File: src/rtl/sync_fifo_pkg.sv
// Sizing helpers and error-flag layout shared by the single-clock FIFO controller.
package sync_fifo_pkg;

    localparam int ERR_W         = 2;
    localparam int ERR_OVERFLOW  = 0;
    localparam int ERR_UNDERFLOW = 1;

    function automatic int fifo_aw(input int depth);
        return (depth > 2) ? $clog2(depth) : 1;
    endfunction

    function automatic int fifo_lw(input int depth);
        return $clog2(depth + 1);
    endfunction

endpackage

File: src/rtl/dualport_ram_sync.sv
// Simple dual-port RAM: one write port, one registered read port, single clock.
module dualport_ram_sync #(
    parameter int DATA_WIDTH = 8,
    parameter int ADDR_WIDTH = 4,
    parameter int DEPTH      = 16
) (
    input  logic                  clk,
    input  logic                  wr_en,
    input  logic [ADDR_WIDTH-1:0] wr_addr,
    input  logic [DATA_WIDTH-1:0] wr_data,
    input  logic                  rd_en,
    input  logic [ADDR_WIDTH-1:0] rd_addr,
    output logic [DATA_WIDTH-1:0] rd_data
);

    logic [DATA_WIDTH-1:0] mem [DEPTH];

    // NOTE: storage and read register carry no reset so the array maps onto block RAM.
    always_ff @(posedge clk) begin
        if (wr_en) begin
            mem[wr_addr] <= wr_data;
        end
        if (rd_en) begin
            rd_data <= mem[rd_addr];
        end
    end

endmodule

File: src/rtl/sync_fifo_ctrl.sv
// Single-clock FIFO controller with level, threshold and sticky error flags.
// Define SYNC_FIFO_FWFT_EN for first-word-fall-through reads.
module sync_fifo_ctrl
    import sync_fifo_pkg::*;
#(
    parameter int DATA_WIDTH  = 8,
    parameter int FIFO_DEPTH  = 16,
    parameter int FIFO_AFULL  = FIFO_DEPTH - 1,
    parameter int FIFO_AEMPTY = 1
) (
    input  logic                            clk,
    input  logic                            rst_n,
    input  logic                            wr_en,
    input  logic [DATA_WIDTH-1:0]           wr_data,
    input  logic                            rd_en,
    output logic [DATA_WIDTH-1:0]           rd_data,
    output logic                            rd_data_vld,
    output logic                            full,
    output logic                            empty,
    output logic                            afull,
    output logic                            aempty,
    output logic [fifo_lw(FIFO_DEPTH)-1:0]  level,
    output logic                            overflow,
    output logic                            underflow,
    input  logic                            err_clr
);

    localparam int ADDR_WIDTH = fifo_aw(FIFO_DEPTH);
    localparam int LW         = fifo_lw(FIFO_DEPTH);

    localparam logic [ADDR_WIDTH-1:0] PTR_LAST   = ADDR_WIDTH'(FIFO_DEPTH - 1);
    localparam logic [LW-1:0]         LVL_FULL   = LW'(FIFO_DEPTH);
    localparam logic [LW-1:0]         LVL_AFULL  = LW'(FIFO_AFULL);
    localparam logic [LW-1:0]         LVL_AEMPTY = LW'(FIFO_AEMPTY);

    generate
        if (FIFO_DEPTH < 2) begin : g_bad_depth
            $error("sync_fifo_ctrl: FIFO_DEPTH must be at least 2");
        end
        if (FIFO_AFULL > FIFO_DEPTH) begin : g_bad_afull
            $error("sync_fifo_ctrl: FIFO_AFULL must not exceed FIFO_DEPTH");
        end
        if (FIFO_AEMPTY >= FIFO_AFULL) begin : g_bad_aempty
            $error("sync_fifo_ctrl: FIFO_AEMPTY must be below FIFO_AFULL");
        end
    endgenerate

    logic                  wr_vld;
    logic                  rd_vld;
    logic [ADDR_WIDTH-1:0] wr_ptr;
    logic [ADDR_WIDTH-1:0] rd_ptr;
    logic                  ram_rd_en;
    logic [DATA_WIDTH-1:0] ram_q;
    logic [LW-1:0]         level_nxt;
    logic                  empty_nxt;
    logic [ERR_W-1:0]      err_q;
    logic [ERR_W-1:0]      err_set;

    assign wr_vld = wr_en & ~full;
    assign rd_vld = rd_en & ~empty;

    always_comb begin
        // NOTE: default assigned first so every path drives level_nxt and no latch is inferred.
        level_nxt = level;
        case ({wr_vld, rd_vld})
            2'b10:   level_nxt = level + 1'b1;
            2'b01:   level_nxt = level - 1'b1;
            default: level_nxt = level;
        endcase
    end

    // Pointers wrap by compare so non-power-of-two depths never index past the array.
    always_ff @(posedge clk) begin
        // NOTE: non-blocking assignments so every register samples pre-edge values.
        if (!rst_n) begin
            wr_ptr <= '0;
            rd_ptr <= '0;
            level  <= '0;
            full   <= 1'b0;
            empty  <= 1'b1;
            afull  <= 1'b0;
            aempty <= 1'b1;
        end else begin
            if (wr_vld) begin
                wr_ptr <= (wr_ptr == PTR_LAST) ? '0 : wr_ptr + 1'b1;
            end
            if (ram_rd_en) begin
                rd_ptr <= (rd_ptr == PTR_LAST) ? '0 : rd_ptr + 1'b1;
            end
            level  <= level_nxt;
            full   <= (level_nxt == LVL_FULL);
            empty  <= empty_nxt;
            afull  <= (level_nxt >= LVL_AFULL);
            aempty <= (level_nxt <= LVL_AEMPTY);
        end
    end

    assign err_set[ERR_OVERFLOW]  = wr_en & full;
    assign err_set[ERR_UNDERFLOW] = rd_en & empty;

    // A new error in the same cycle as err_clr keeps its flag set.
    always_ff @(posedge clk) begin
        if (!rst_n) begin
            err_q <= '0;
        end else begin
            err_q <= (err_q & {ERR_W{~err_clr}}) | err_set;
        end
    end

    assign overflow  = err_q[ERR_OVERFLOW];
    assign underflow = err_q[ERR_UNDERFLOW];

    dualport_ram_sync #(
        .DATA_WIDTH (DATA_WIDTH),
        .ADDR_WIDTH (ADDR_WIDTH),
        .DEPTH      (FIFO_DEPTH)
    ) u_ram (
        .clk     (clk),
        .wr_en   (wr_vld),
        .wr_addr (wr_ptr),
        .wr_data (wr_data),
        .rd_en   (ram_rd_en),
        .rd_addr (rd_ptr),
        .rd_data (ram_q)
    );

`ifdef SYNC_FIFO_FWFT_EN
    // The RAM read register doubles as the head register; level includes the word held there.
    logic          head_vld;
    logic          head_vld_nxt;
    logic [LW-1:0] ram_cnt;

    assign ram_cnt      = level - LW'(head_vld);
    assign ram_rd_en    = (ram_cnt != '0) && (!head_vld || rd_vld);
    assign head_vld_nxt = ram_rd_en | (head_vld & ~rd_vld);
    assign empty_nxt    = ~head_vld_nxt;

    always_ff @(posedge clk) begin
        if (!rst_n) begin
            head_vld <= 1'b0;
        end else begin
            head_vld <= head_vld_nxt;
        end
    end

    assign rd_data     = head_vld ? ram_q : '0;
    assign rd_data_vld = head_vld;
`else
    // rd_seen masks the unreset RAM read register until the first accepted read.
    logic rd_pulse;
    logic rd_seen;

    assign ram_rd_en = rd_vld;
    assign empty_nxt = (level_nxt == '0);

    always_ff @(posedge clk) begin
        if (!rst_n) begin
            rd_pulse <= 1'b0;
            rd_seen  <= 1'b0;
        end else begin
            rd_pulse <= rd_vld;
            rd_seen  <= rd_seen | rd_vld;
        end
    end

    assign rd_data     = rd_seen ? ram_q : '0;
    assign rd_data_vld = rd_pulse;
`endif

endmodule

File: config.mk
export PLATFORM = sky130hd
export DESIGN_NAME = sync_fifo_ctrl
export DESIGN_NICKNAME = d
export VERILOG_FILES = /design/src/rtl/sync_fifo_pkg.sv /design/src/rtl/dualport_ram_sync.sv /design/src/rtl/sync_fifo_ctrl.sv
export SDC_FILE = /design/constraint.sdc
export NUM_CORES = 1
export LEC_CHECK = 0
export ABC_AREA = 1
export CORE_UTILIZATION = 60
export DETAILED_ROUTE_END_ITERATION = 8
export GPL_ROUTABILITY_DRIVEN = 1
export MAX_ROUTING_LAYER = met4
export PLACE_DENSITY = 0.78
export SYNTH_ARGS = -nofsm -noshare
export SYNTH_HDL_FRONTEND = slang
export SYNTH_HIERARCHICAL = 1
export SYNTH_SLANG_ARGS = --single-unit
export TNS_END_PERCENT = 20
File: constraint.sdc
create_clock -name clk -period 3 [get_ports clk]
set_input_delay 0.6 -clock clk [delete_from_list [all_inputs] [get_ports clk]]
set_output_delay 0.6 -clock clk [all_outputs]
set_load 0.02 [all_outputs]
==> impl_metrics.py <==
metrics = {
    "clocking": {
        "insertion_delay_ps": 420,
        "cts_sinks": 157,
        "cts_tree": "done",
        "hold_buffers": 0,
        "clkTransAtPathRegs_ps": 70,
        "cts_resized": 0,
        "cts.path.max_buffers": 2,
        "htree_levels": 4,
        "clockRootBuffer": "clkbuf_16",
        "numCtsBuffers": 17,
        "post-cts-setup-buffers": 0,
    },
    "pwr": {
        "power_mw": 6.05,
        "power_density_mw_per_mm2": 751,
        "p_leak_nw": 3.50,
        "ir_drop_mv": 0.622,
    },
    "place": {
        "placed_area_mm2": 0.00747,
        "numPortBuffers": 32,
        "gp_congestion": 0.844,
        "dp_hpwl_mm": 9.05,
        "placed_cells": 878,
    },
    "setup_path": {
        "crit_chain": "clkdlybuf4s50_1 -> inv_1 -> nor2_2 -> inv_1 -> ha_1 -> nor2_1 -> nor2_4 -> ha_1 -> inv_1 -> o21ai_0 -> nor2_1 -> nand4_1 -> nand2_1",
        "startpoint": "wr_en",
        "cp_max_fo": 6,
        "reg2reg_depth": 11,
        "start_kind": "primary input",
        "reg2reg_to": "empty",
        "cp_slowest_cell": "clkdlybuf4s50_1",
        "crit_path_frequent_cell": "inv_1",
        "cp_num_buf_inv": 4,
        "end_kind": "register",
        "worst_path_largest_cell_delay_ps": 470,
        "arrival_ps": 2800,
        "crit_type": "in2reg",
        "r2r_start": "full",
        "crit_family": "simple AND/OR/NAND/NOR gates",
        "worst-r2r-setup-slack_ps": 820,
        "required_ps": 3310,
    },
    "finish": {
        "final_nets": 773,
        "drive_above_1_share": 0.0978,
        "area_growth_pct": 15.6,
        "fin_area_mm2": 0.00807,
        "fillers": 835,
        "fin_util": 0.709,
        "antenna_cells": 0,
        "final_cells": 910,
    },
    "routing": {
        "routed_wirelength_mm": 14.7,
        "vias": 4873,
        "drtIter0Drc": 417,
        "routedWlPerCell_um": 16.2,
        "drc": 0,
        "dr.pass1.iters": 7,
        "viasPerCell": 5.35,
        "drtAntennaViolNets": 0,
    },
    "global_routing": {
        "grt_max_degree": 68,
        "grt_pass1_wl_mm": 22.9,
        "grt_usage": 0.275,
        "grt_antenna_before_repair": 0,
        "grt-ovfl-total": 0,
        "grt_pass1_vias": 4634,
    },
    "synth": {
        "netlist_area_mm2": 0.00698,
        "yosysMostFrequentCell": "nand2_1",
        "synth_nets": 725,
        "synth_edf_count": 136,
        "seq_area_frac_synth": 0.646,
        "synth_warnings": 6,
        "syn_inst": 706,
        "synth_top_flop_cell": "edfxtp_1",
        "async_flop_share": 0,
        "synth_seq_cells": 157,
        "synth_commonest_cells": "nand2_1, edfxtp_1, inv_1",
        "synth_top_area_cell": "edfxtp_1",
        "syn_area_per_cell_um2": 9.88,
        "synth_cell_types": 30,
        "synth_area_leaders": "edfxtp_1, nand2_1, nand3_1",
        "synth_top_cell_area_share": 0.585,
    },
    "die": {
        "start_util": 0.614,
        "die_y_um": 110,
        "rows": 39,
        "ioPinCount": 33,
        "die-area_mm2": 0.0121,
        "dieWidth_um": 110,
        "fp.coreArea_mm2": 0.0114,
    },
    "sta": {
        "relSlewSlack": 0.492,
        "rsz0062_at_grt": "no",
        "hold_viol_final": 0,
        "slew_viol_final": 0,
        "fin_skew_ps": 10.3,
        "post-route-period-util": 0.830,
        "worstMarginPinSlew_ps": 759,
        "layout_min_cycle_time_ps": 2490,
        "setup_tns_ps": 0,
        "setup_viol": 0,
        "fmax_mhz": 401,
    },
    "min_path": {
        "holdPathStages": 2,
        "hold_class": "reg2reg",
        "min_from": "err_q[0]",
        "min_to": "err_q[0]",
    },
    "run": {
        "maxCapViolations": 0,
    },
    "outcome": {
        "status": "complete, no violations",
    },
}
## power breakdown
group	switching [mW]	internal, mW	total (mW)	leakage [nW]
logic	0.861	0.438	1.30	1.81
clock network	0.838	1.31	2.15	0.286
registers	0.0824	2.52	2.61	1.40
## sequential cells by signal, indices dropped and copies added, names as in the netlist
name	flops
aempty	1
err_q	2
afull	1
wr_ptr	4
rd_ptr	4
u_ram/mem	128
empty	1
level	5
u_ram/rd_data	8
rd_data_vld	1
full	1
rd_seen	1
## final cells by class
type	count	area, µm²	share of cell area
tap	143	179	0.0222
multi-input combinational	390	1790	0.222
sequential	157	4510	0.559
timing repair buffer	55	493	0.0611
clock buffer	18	429	0.0532
inverter	133	499	0.0619
clock inverter	14	166	0.0206
## layout by cell type, fill, tap and decap left out, types with 5 or more instances in the layout
cell type	Yosys	layout
nand2_1	207	207
nor2_1	34	34
ha_1	6	6
o21ai_0	5	5
dfxtp_1	21	20
inv_1	127	127
nand3_2	5	5
clkdlybuf4s50_1	0	32
edfxtp_1	136	136
clkbuf_16	0	17
nand3_1	101	101
inv_2	6	6
buf_4	4	23
## metal layers
| metal | part of all wire | vias to the layer above | track usage | wire [µm] |
|---|---|---|---|---|
| li1 | - | 2353 | - | - |
| met1 | 0.39 | 2268 | 0.330 | 5760 |
| met2 | 0.50 | 212 | 0.443 | 7380 |
| met3 | 0.077 | 40 | 0.0646 | 1130 |
| met4 | 0.030 | 0 | 0.124 | 442 |
| met5 | 0 | - | - | 0 |
## cell families after synthesis
group,count (synthesis),share of synthesized area
xor gates and xnor gates,6,0.00753
buffers and inverters,159,0.0975
DFF,157,0.646
adders and majority gates,6,0.0108
AOI/OAI and AO/OA,10,0.00753
and+or+nand+nor,368,0.231
## worst max path at each step
| stage | cells after the start | endpoint | slack (ps) |
|---|---|---|---|
| 4_1_cts | 13 | empty | 550 |
| 5_1_grt | 13 | aempty | 370 |
| 3_5_place_dp | 13 | empty | 120 |
| 3_3_place_gp | 13 | empty | 210 |
| 2_1_floorplan | 12 | empty | 660 |
| 6_report | 13 | empty | 510 |
## stage by stage
step                      hold slack [ps]  setup WS (ps)
after floorplan                       499            659
after global placement                448            210
after detailed placement              457            121
after CTS                             461            549
after global routing                  467            367
final                                 460            509
## worst min-delay path: cells and delay by family (launching register included)
family           cells  cell delay [ps]
AO/OA/AOI/OAI        1               50
flip-flops           1              300
AND/OR/NAND/NOR      1               60
Note: power is estimated with default switching activity, not from simulation.
